File: src/rtl/dff_bank_pkg.sv
// Shared types, default sizing and the round-robin scan used by the
// write arbiter in front of the DFF register bank.
package dff_bank_pkg;

  typedef enum logic {
    IDLE  = 1'b0,
    GRANT = 1'b1
  } state_t;

  localparam int DEF_N         = 4;
  localparam int DEF_W         = 8;
  localparam int DEF_AW        = 3;
  localparam int DEF_MAX_BURST = 4;

  // The scan is sized for the largest supported requester count; smaller
  // arbiters zero-pad their request vector into it.
  localparam int MAX_N  = 8;
  localparam int SCAN_W = 3;

  // Returns {found, index} of the first set request at or above ptr,
  // wrapping modulo n.
  function automatic logic [SCAN_W:0] rr_next(
    input logic [MAX_N-1:0]  req,
    input logic [SCAN_W-1:0] ptr,
    input int                n
  );
    logic              found;
    logic [SCAN_W-1:0] idx;
    int                k;
    found = 1'b0;
    idx   = '0;
    for (int i = 0; i < MAX_N; i++) begin
      k = int'(ptr) + i;
      if (k >= n) k = k - n;
      if ((i < n) && !found && req[k[SCAN_W-1:0]]) begin
        found = 1'b1;
        idx   = k[SCAN_W-1:0];
      end
    end
    return {found, idx};
  endfunction

endpackage

File: src/rtl/dff_bank_arbiter_rr_pick.sv
// Combinational round-robin select: first set request at or above the
// pointer, with wrap, as both a one-hot vector and an index.
module rr_pick
  import dff_bank_pkg::*;
#(
  parameter int N  = DEF_N,
  parameter int IW = $clog2(N)
) (
  input  logic [N-1:0]  req,
  input  logic [IW-1:0] ptr,
  output logic [N-1:0]  onehot,
  output logic [IW-1:0] idx,
  output logic          valid
);

  logic [MAX_N-1:0] req_ext;
  logic [SCAN_W:0]  pick;

  always_comb begin
    req_ext        = '0;
    req_ext[N-1:0] = req;
  end

  assign pick   = rr_next(req_ext, SCAN_W'(ptr), N);
  assign valid  = pick[SCAN_W];
  assign idx    = IW'(pick[SCAN_W-1:0]);
  assign onehot = valid ? (N'(1) << idx) : '0;

endmodule

File: src/rtl/dff_bank_arbiter.sv
// Round-robin write arbiter with optional capped locked bursts in front of
// a shared DFF register bank, plus a registered read port.
module dff_bank_arbiter
  import dff_bank_pkg::*;
#(
  parameter int N         = DEF_N,
  parameter int W         = DEF_W,
  parameter int AW        = DEF_AW,
  parameter int MAX_BURST = DEF_MAX_BURST,
  parameter int IW        = $clog2(N)
) (
  input  logic            clk,
  input  logic            rst,
  input  logic [N-1:0]    req,
  input  logic [N-1:0]    lock,
  input  logic [N*W-1:0]  wdata,
  input  logic [N*AW-1:0] waddr,
  output logic [N-1:0]    gnt,
  output logic [IW-1:0]   owner,
  output logic            busy,
  input  logic [AW-1:0]   raddr,
  output logic [W-1:0]    rdata
);

  localparam int DEPTH = 2 ** AW;
  localparam int CW    = (MAX_BURST > 1) ? $clog2(MAX_BURST) : 1;
  localparam logic [CW-1:0] BURST_LAST = CW'(MAX_BURST - 1);
  localparam logic [IW-1:0] LAST_IDX   = IW'(N - 1);

  state_t        state, state_n;
  logic [N-1:0]  gnt_n;
  logic [IW-1:0] owner_n;
  logic [IW-1:0] ptr, ptr_n;
  logic [IW-1:0] owner_inc;
  logic [IW-1:0] scan_ptr;
  logic [CW-1:0] cnt, cnt_n;
  logic          wr_en;
  logic [W-1:0]  wdata_g;
  logic [AW-1:0] waddr_g;
  logic [N-1:0]  pick_onehot;
  logic [IW-1:0] pick_idx;
  logic          pick_valid;
  logic [W-1:0]  bank [DEPTH];

  // Explicit compare so non-power-of-two N wraps correctly.
  assign owner_inc = (owner == LAST_IDX) ? '0 : owner + 1'b1;

  // On release the scan starts just past the current owner, matching the
  // pointer value that is being committed on the same edge.
  assign scan_ptr = (state == GRANT) ? owner_inc : ptr;

  assign wdata_g = wdata[owner*W +: W];
  assign waddr_g = waddr[owner*AW +: AW];
  assign busy    = |gnt;

  rr_pick #(
    .N  (N),
    .IW (IW)
  ) u_pick (
    .req    (req),
    .ptr    (scan_ptr),
    .onehot (pick_onehot),
    .idx    (pick_idx),
    .valid  (pick_valid)
  );

  always_comb begin
    state_n = state;
    gnt_n   = gnt;
    owner_n = owner;
    ptr_n   = ptr;
    cnt_n   = cnt;
    wr_en   = 1'b0;
    case (state)
      IDLE: begin
        if (pick_valid) begin
          state_n = GRANT;
          gnt_n   = pick_onehot;
          owner_n = pick_idx;
          cnt_n   = '0;
        end
      end
      GRANT: begin
        wr_en = req[owner];
        if (req[owner] && lock[owner] && (cnt < BURST_LAST)) begin
          cnt_n = cnt + 1'b1;
        end else begin
          ptr_n = owner_inc;
          cnt_n = '0;
          if (pick_valid) begin
            gnt_n   = pick_onehot;
            owner_n = pick_idx;
          end else begin
            state_n = IDLE;
            gnt_n   = '0;
          end
        end
      end
      default: begin
        state_n = IDLE;
        gnt_n   = '0;
      end
    endcase
  end

  always_ff @(posedge clk) begin
    if (rst) begin
      state <= IDLE;
      gnt   <= '0;
      owner <= '0;
      ptr   <= '0;
      cnt   <= '0;
    end else begin
      state <= state_n;
      gnt   <= gnt_n;
      owner <= owner_n;
      ptr   <= ptr_n;
      cnt   <= cnt_n;
    end
  end

  // Reads sample the pre-edge contents, so a same-edge write shows up on
  // the following cycle.
  always_ff @(posedge clk) begin
    if (rst) begin
      for (int i = 0; i < DEPTH; i++) bank[i] <= '0;
      rdata <= '0;
    end else begin
      if (wr_en) bank[waddr_g] <= wdata_g;
      rdata <= bank[raddr];
    end
  end

endmodule

File: config.mk
export PLATFORM = sky130hd
export DESIGN_NAME = dff_bank_arbiter
export DESIGN_NICKNAME = d
export VERILOG_FILES = /design/src/rtl/dff_bank_pkg.sv /design/src/rtl/dff_bank_arbiter_rr_pick.sv /design/src/rtl/dff_bank_arbiter.sv
export SDC_FILE = /design/constraint.sdc
export NUM_CORES = 1
export LEC_CHECK = 0
export CAP_MARGIN = 20
export CORE_MARGIN = 10
export CORE_UTILIZATION = 40
export CTS_CLUSTER_DIAMETER = 40
export DETAILED_ROUTE_END_ITERATION = 10
export PLACE_DENSITY = 0.71
export SLEW_MARGIN = 20
export SYNTH_ARGS = -nofsm -noshare
export SYNTH_HDL_FRONTEND = slang
export SYNTH_SLANG_ARGS = --single-unit
File: constraint.sdc
create_clock -name clk -period 2.05 [get_ports clk]
set_clock_uncertainty 0.15 [all_clocks]
set_input_delay 0.5125 -clock clk [delete_from_list [all_inputs] [get_ports clk]]
set_output_delay 0.5125 -clock clk [all_outputs]
set_load 0.005 [all_outputs]
=== Yosys cells after proc, flatten, opt, wreduce, memory -nomap -nowiden ===
Memories as Yosys holds them, arrays and structs flattened. A register that Yosys moved wholly into a read port is not among the register bits.
Index checks and enable logic that the tools add are counted.

* $add $sub $neg: 9
* Multiply operators: 1
* $lt $le $gt $ge: 10
* Eq/ne operators: 3
* Shift-type cells: 3
* Mux-type cells: 48
* Bitwise operators: 2
* Reduce and logical (&&, ||, !) cells: 12

{| class="wikitable"
|+ Operator list
! kind !! count
|-
| $ge 32x4->1 const B || 3
|-
| $shiftx 32x6->8 || 1
|-
| $mux 2 || 10
|-
| $mux 1 || 19
|-
| $lt 3x4->1 const B || 4
|-
| $mux 3 || 5
|-
| $bmux 1 s3 || 4
|-
| $mux 4 || 3
|-
| $shiftx 12x5->3 || 1
|-
| $sub 3x3->3 const B || 3
|-
| $mux 8 || 1
|-
| $pmux 2 s2 || 2
|-
| $pmux 4 s2 || 1
|-
| $reduce_or 8->1 || 1
|-
| $add 2x2->3 const B || 2
|-
| $logic_and 1x1->1 || 5
|-
| $add 2x1->2 const B || 2
|-
| $bmux 1 s2 || 2
|-
| $mul 2x2->4 const B || 1
|-
| $ne 2x2->1 const B || 2
|-
| $reduce_and 2->1 || 2
|-
| $reduce_or 4->1 || 1
|-
| $shl 1x2->4 const A || 1
|-
| $add 2x1->3 const B || 1
|-
| 8 further kinds || 11
|}

* Register bits: 11
* Bits in writable memories: 64
* Input bits: 57
* Output and inout port bits: 15
* Logic and storage cells: 94
* Memories kept: 1

{| class="wikitable"
|+ Memories
! memory !! words !! width !! read ports !! clocked after memory_dff !! wr ports !! line !! RTL
|-
| bank || 8 || 8 || 1 || 1 || 8 || dff_bank_arbiter.sv:43 || <nowiki>logic [W-1:0] bank [DEPTH];</nowiki>
|}

=== Depth between registers and ports, before layout ===
* Depth in word-level cells: 21
* Mapped depth: 7

=== Modules after synthesis ===
From an unflattened synthesis, not the netlist that was laid out.

* Cell total of the unflattened synthesis: 342
* Area, all modules: 4145.2 um^2

{| class="wikitable"
|+ Modules (own cells, without submodules)
! module !! times used !! cells an instance !! area each (um^2) !! sequential area each (um^2)
|-
| dff_bank_arbiter || 1 || 310 || 3962.6 || 2302.2
|-
| rr_pick || 1 || 32 || 182.7 || 0.0
|}

=== Least setup slack after synthesis ===
Ideal clock, no wire load.

* Path kind: reg-to-reg
* From: reg owner[0]
* To: mem bank[0][0] (netlist bit) (enable)
* Setup time: 0.329 ns
* Data arrival time: 1.804 ns
* Data required time: 1.571 ns
* Path slack: -0.233 ns
* Cell stages (with the launch flop): 7
* Clock period less this slack: 2.283 ns
* Path through: dfxtp_1 buf_6 buf_6 mux4_2 nor3b_2 nand2_2 nand2_1

{| class="wikitable"
|+ RTL lines
! what !! line !! RTL
|-
| start, declared || dff_bank_arbiter.sv:19 || <nowiki>output logic [IW-1:0] owner,</nowiki>
|-
| start signal, assigned || dff_bank_arbiter.sv:116 || <nowiki>owner <= owner_n;</nowiki>
|-
| end, declared || dff_bank_arbiter.sv:43 ||
|}

==> results.json <==
{
  "status": "finished, violations left",
  "violations": "setup timing",
  "fin_crit_ps": 2080,
  "peakVddDrop_mv": 0.409,
  "clk_latency_ps": 340,
  "netlist_top_cells_area": "edfxtp_1 49%, mux4_2 12%, dfxtp_1 9.7%, nor2_1 7.9%, mux2i_1 4.6%",
  "cap_viol_max_count": 0,
  "ys_seq_area_share_pct": 58.7,
  "maxSlewViolCount": 0,
  "drt_iter0_drc": 142,
  "syn_area_per_cell_um2": 12.5,
  "use_met3_pct": 4.87,
  "path_clk_slew_ps": 80,
  "rr_worst_depth": 5,
  "antenna_found_initial": 0,
  "core-area_mm2": 0.00968,
  "rsz0062_at_grt": "yes",
  "cts_sinks": 83,
  "grt_pass1_vias": 3130,
  "wirelength_um": 10200,
  "post-route-period-util_pct": 102,
  "synth_top_flop_cell": "edfxtp_1",
  "drcViolationCount": 0,
  "async_flop_share_pct": 0,
  "max_freq_ghz": 0.481,
  "syn2layout_area_growth_pct": 44.3,
  "cts_hold_buffers": 0,
  "synth_nets": 374,
  "power_frac_seq_pct": 47.4,
  "htreeDepth": 3,
  "wire_per_inst_um": 17.9,
  "cp-end-kind": "register",
  "n_fill_cell": 776,
  "final-hold-violation-count": 0,
  "tritoncts": "done",
  "utilization_pct": 58.4,
  "cp_max_fo": 8,
  "hp-class": "register to register",
  "routed_via_density": 5.17,
  "netlist.area_leader.share_pct": 49.0,
  "cts.path.max_buffers": 2,
  "numCtsBuffers": 9,
  "cts_root_buf": "clkbuf_8",
  "drt-pass1-iter-count": 4,
  "synth_seq_cells": 83,
  "rows": 36,
  "yosys.area.top_type": "edfxtp_1",
  "via_count": 2941,
  "p_comb_share_pct": 28.5,
  "nNetsFinal": 490,
  "holdPathStages": 2,
  "worst_slew_pin_slew_ps": 356,
  "grtUsageTotal_pct": 14.4,
  "synthCells": 315,
  "ys_types": 38,
  "top_usage_layer": "met2",
  "synth_most_common_cell": "nor2_1",
  "die_x_um": 119,
  "die_area_mm2": 0.0142,
  "grt_max_degree": 18,
  "relSlewSlack_pct": 76.2,
  "syn-cell-area_mm2": 0.00392,
  "internal_power_mw": 2.99,
  "p_switching_mw": 1.18,
  "setup_ws_ps": -31.1,
  "synth_edf_count": 64,
  "dieHeight_um": 119,
  "grt_pass1_wl_um": 16000,
  "port_buffers": 71,
  "overflow": 0,
  "start_kind": "register",
  "crit_arrival_ps": 1980,
  "switching_share_pct": 28.3,
  "hpwl_um": 7530,
  "io_pins": 72,
  "diodes": 0,
  "power.total_mw": 4.17,
  "layout-drive-gt1-share_pct": 32.1,
  "p_clk_share_pct": 24.1,
  "use_met2_pct": 25.6,
  "placedCellCount": 551,
  "synthTopCellsByCount": "83 x nor2_1, 64 x edfxtp_1, 32 x nand2_1",
  "totalNegativeSetupSlack_ps": -292,
  "ant_nets": 0,
  "start_util_pct": 40.5,
  "final_area_mm2": 0.00566,
  "yosysWarnings": 0,
  "gp_congestion": 0.811,
  "powerDensity_mw_per_mm2": 736,
  "criticalPathCategory": "register to register",
  "placed_area_mm2": 0.00522,
  "static-leakage-power_nw": 2.17,
  "instances_no_fill": 569,
  "finalSetupViolCount": 16,
  "crit_required_ps": 1950,
  "gr-usage-met1_pct": 15.8
}
## cell type report
cell class	instances	area (um2)	share of cell area, %
clock inverter	5	30.0	0.531
timing repair buffer	120	1230	21.7
clock buffer	11	131	2.32
sequential	83	2310	40.8
inverter	5	18.8	0.332
multi-input combinational	212	1780	31.4
tap	133	166	2.94
## worst max-delay path, stage by stage, from the launching register on
cell     delay [ps]
dfxtp_4         410
buf_6           130
mux4_2          580
nor3b_4         230
nand2_2         120
nand2_4         160
## sequential cells by signal, indices dropped and copies added, names as in the netlist
register and count:
bank 64, cnt 2, gnt 4, owner 2, ptr 2, rdata 8
state 1
## cell usage in the layout (no fill, tap or decap), types with 2 or more instances in the layout
master and n:
a21oi_1 3, a21oi_2 2, a32o_1 2, buf_12 8, buf_4 31, buf_6 11, clkbuf_1 2, clkbuf_8 9
clkdlybuf4s50_1 56, clkinv_2 2, dfxtp_1 16, dfxtp_2 2, dlygate4sd2_1 7, dlymetal6s2s_1 7, edfxtp_1 64, inv_1 5
mux2_2 8, mux2i_1 17, mux4_2 21, nand2_1 18, nand2_2 7, nand2_4 9, nor2_1 70, nor2_2 5
nor2_4 8, nor2b_1 3, nor3b_4 2, o21a_1 2, o21ai_0 2, o21ai_1 8
## final timing paths
check             startpoint         end  slack, ps
setup / recovery    owner[0]  bank[1][6]        -30
hold / removal        ptr[0]      ptr[0]        310
setup reg to reg    owner[0]  bank[1][6]        -30
hold reg to reg       ptr[0]      ptr[0]        310
## routing by layer
metal	vias up	part of all wire, %	routed length (um)
li1	1382	-	-
met3	18	6.9	699
met5	-	0	0
met1	1435	38	3890
met4	0	1.9	193
met2	106	53	5380
## power by group through the flow
stage          clock, mW  combinational, mW  sequential, mW
6_report            1.00               1.19            1.97
5_1_grt             1.11               1.28            1.99
4_1_cts             1.02               1.09            1.97
3_5_place_dp           0               1.05            2.01
3_3_place_gp           0               1.03            2.00
2_1_floorplan          0              0.541            2.00
## metrics by stage
step	worst slack [ps]	hold slack, ps
2_1_floorplan	-69.1	282
5_1_grt	-69.1	332
3_5_place_dp	-493	295
3_3_place_gp	-409	292
4_1_cts	-12.6	306
6_report	-31.1	312
## cells by family (layout without fill, tap and decap cells)
| family | Yosys count | after routing | share of synthesized area (%) |
|---|---|---|---|
| adder cells (fa/ha/maj) | 2 | 2 | 0.638 |
| flip-flops | 83 | 83 | 58.7 |
| multiplexers | 47 | 47 | 18.9 |
| AND/OR/NAND/NOR | 134 | 134 | 14.5 |
| buffers and inverters | 20 | 141 | 2.39 |
| AO/OA/AOI/OAI | 29 | 29 | 4.82 |
## timing repair
item,in CTS,in global routing
endpoints found under the setup margin,120,123
buffers inserted,2,0
pin swaps,4,25
gates resized for setup,37,45
Power figures use the tool's default switching activity.
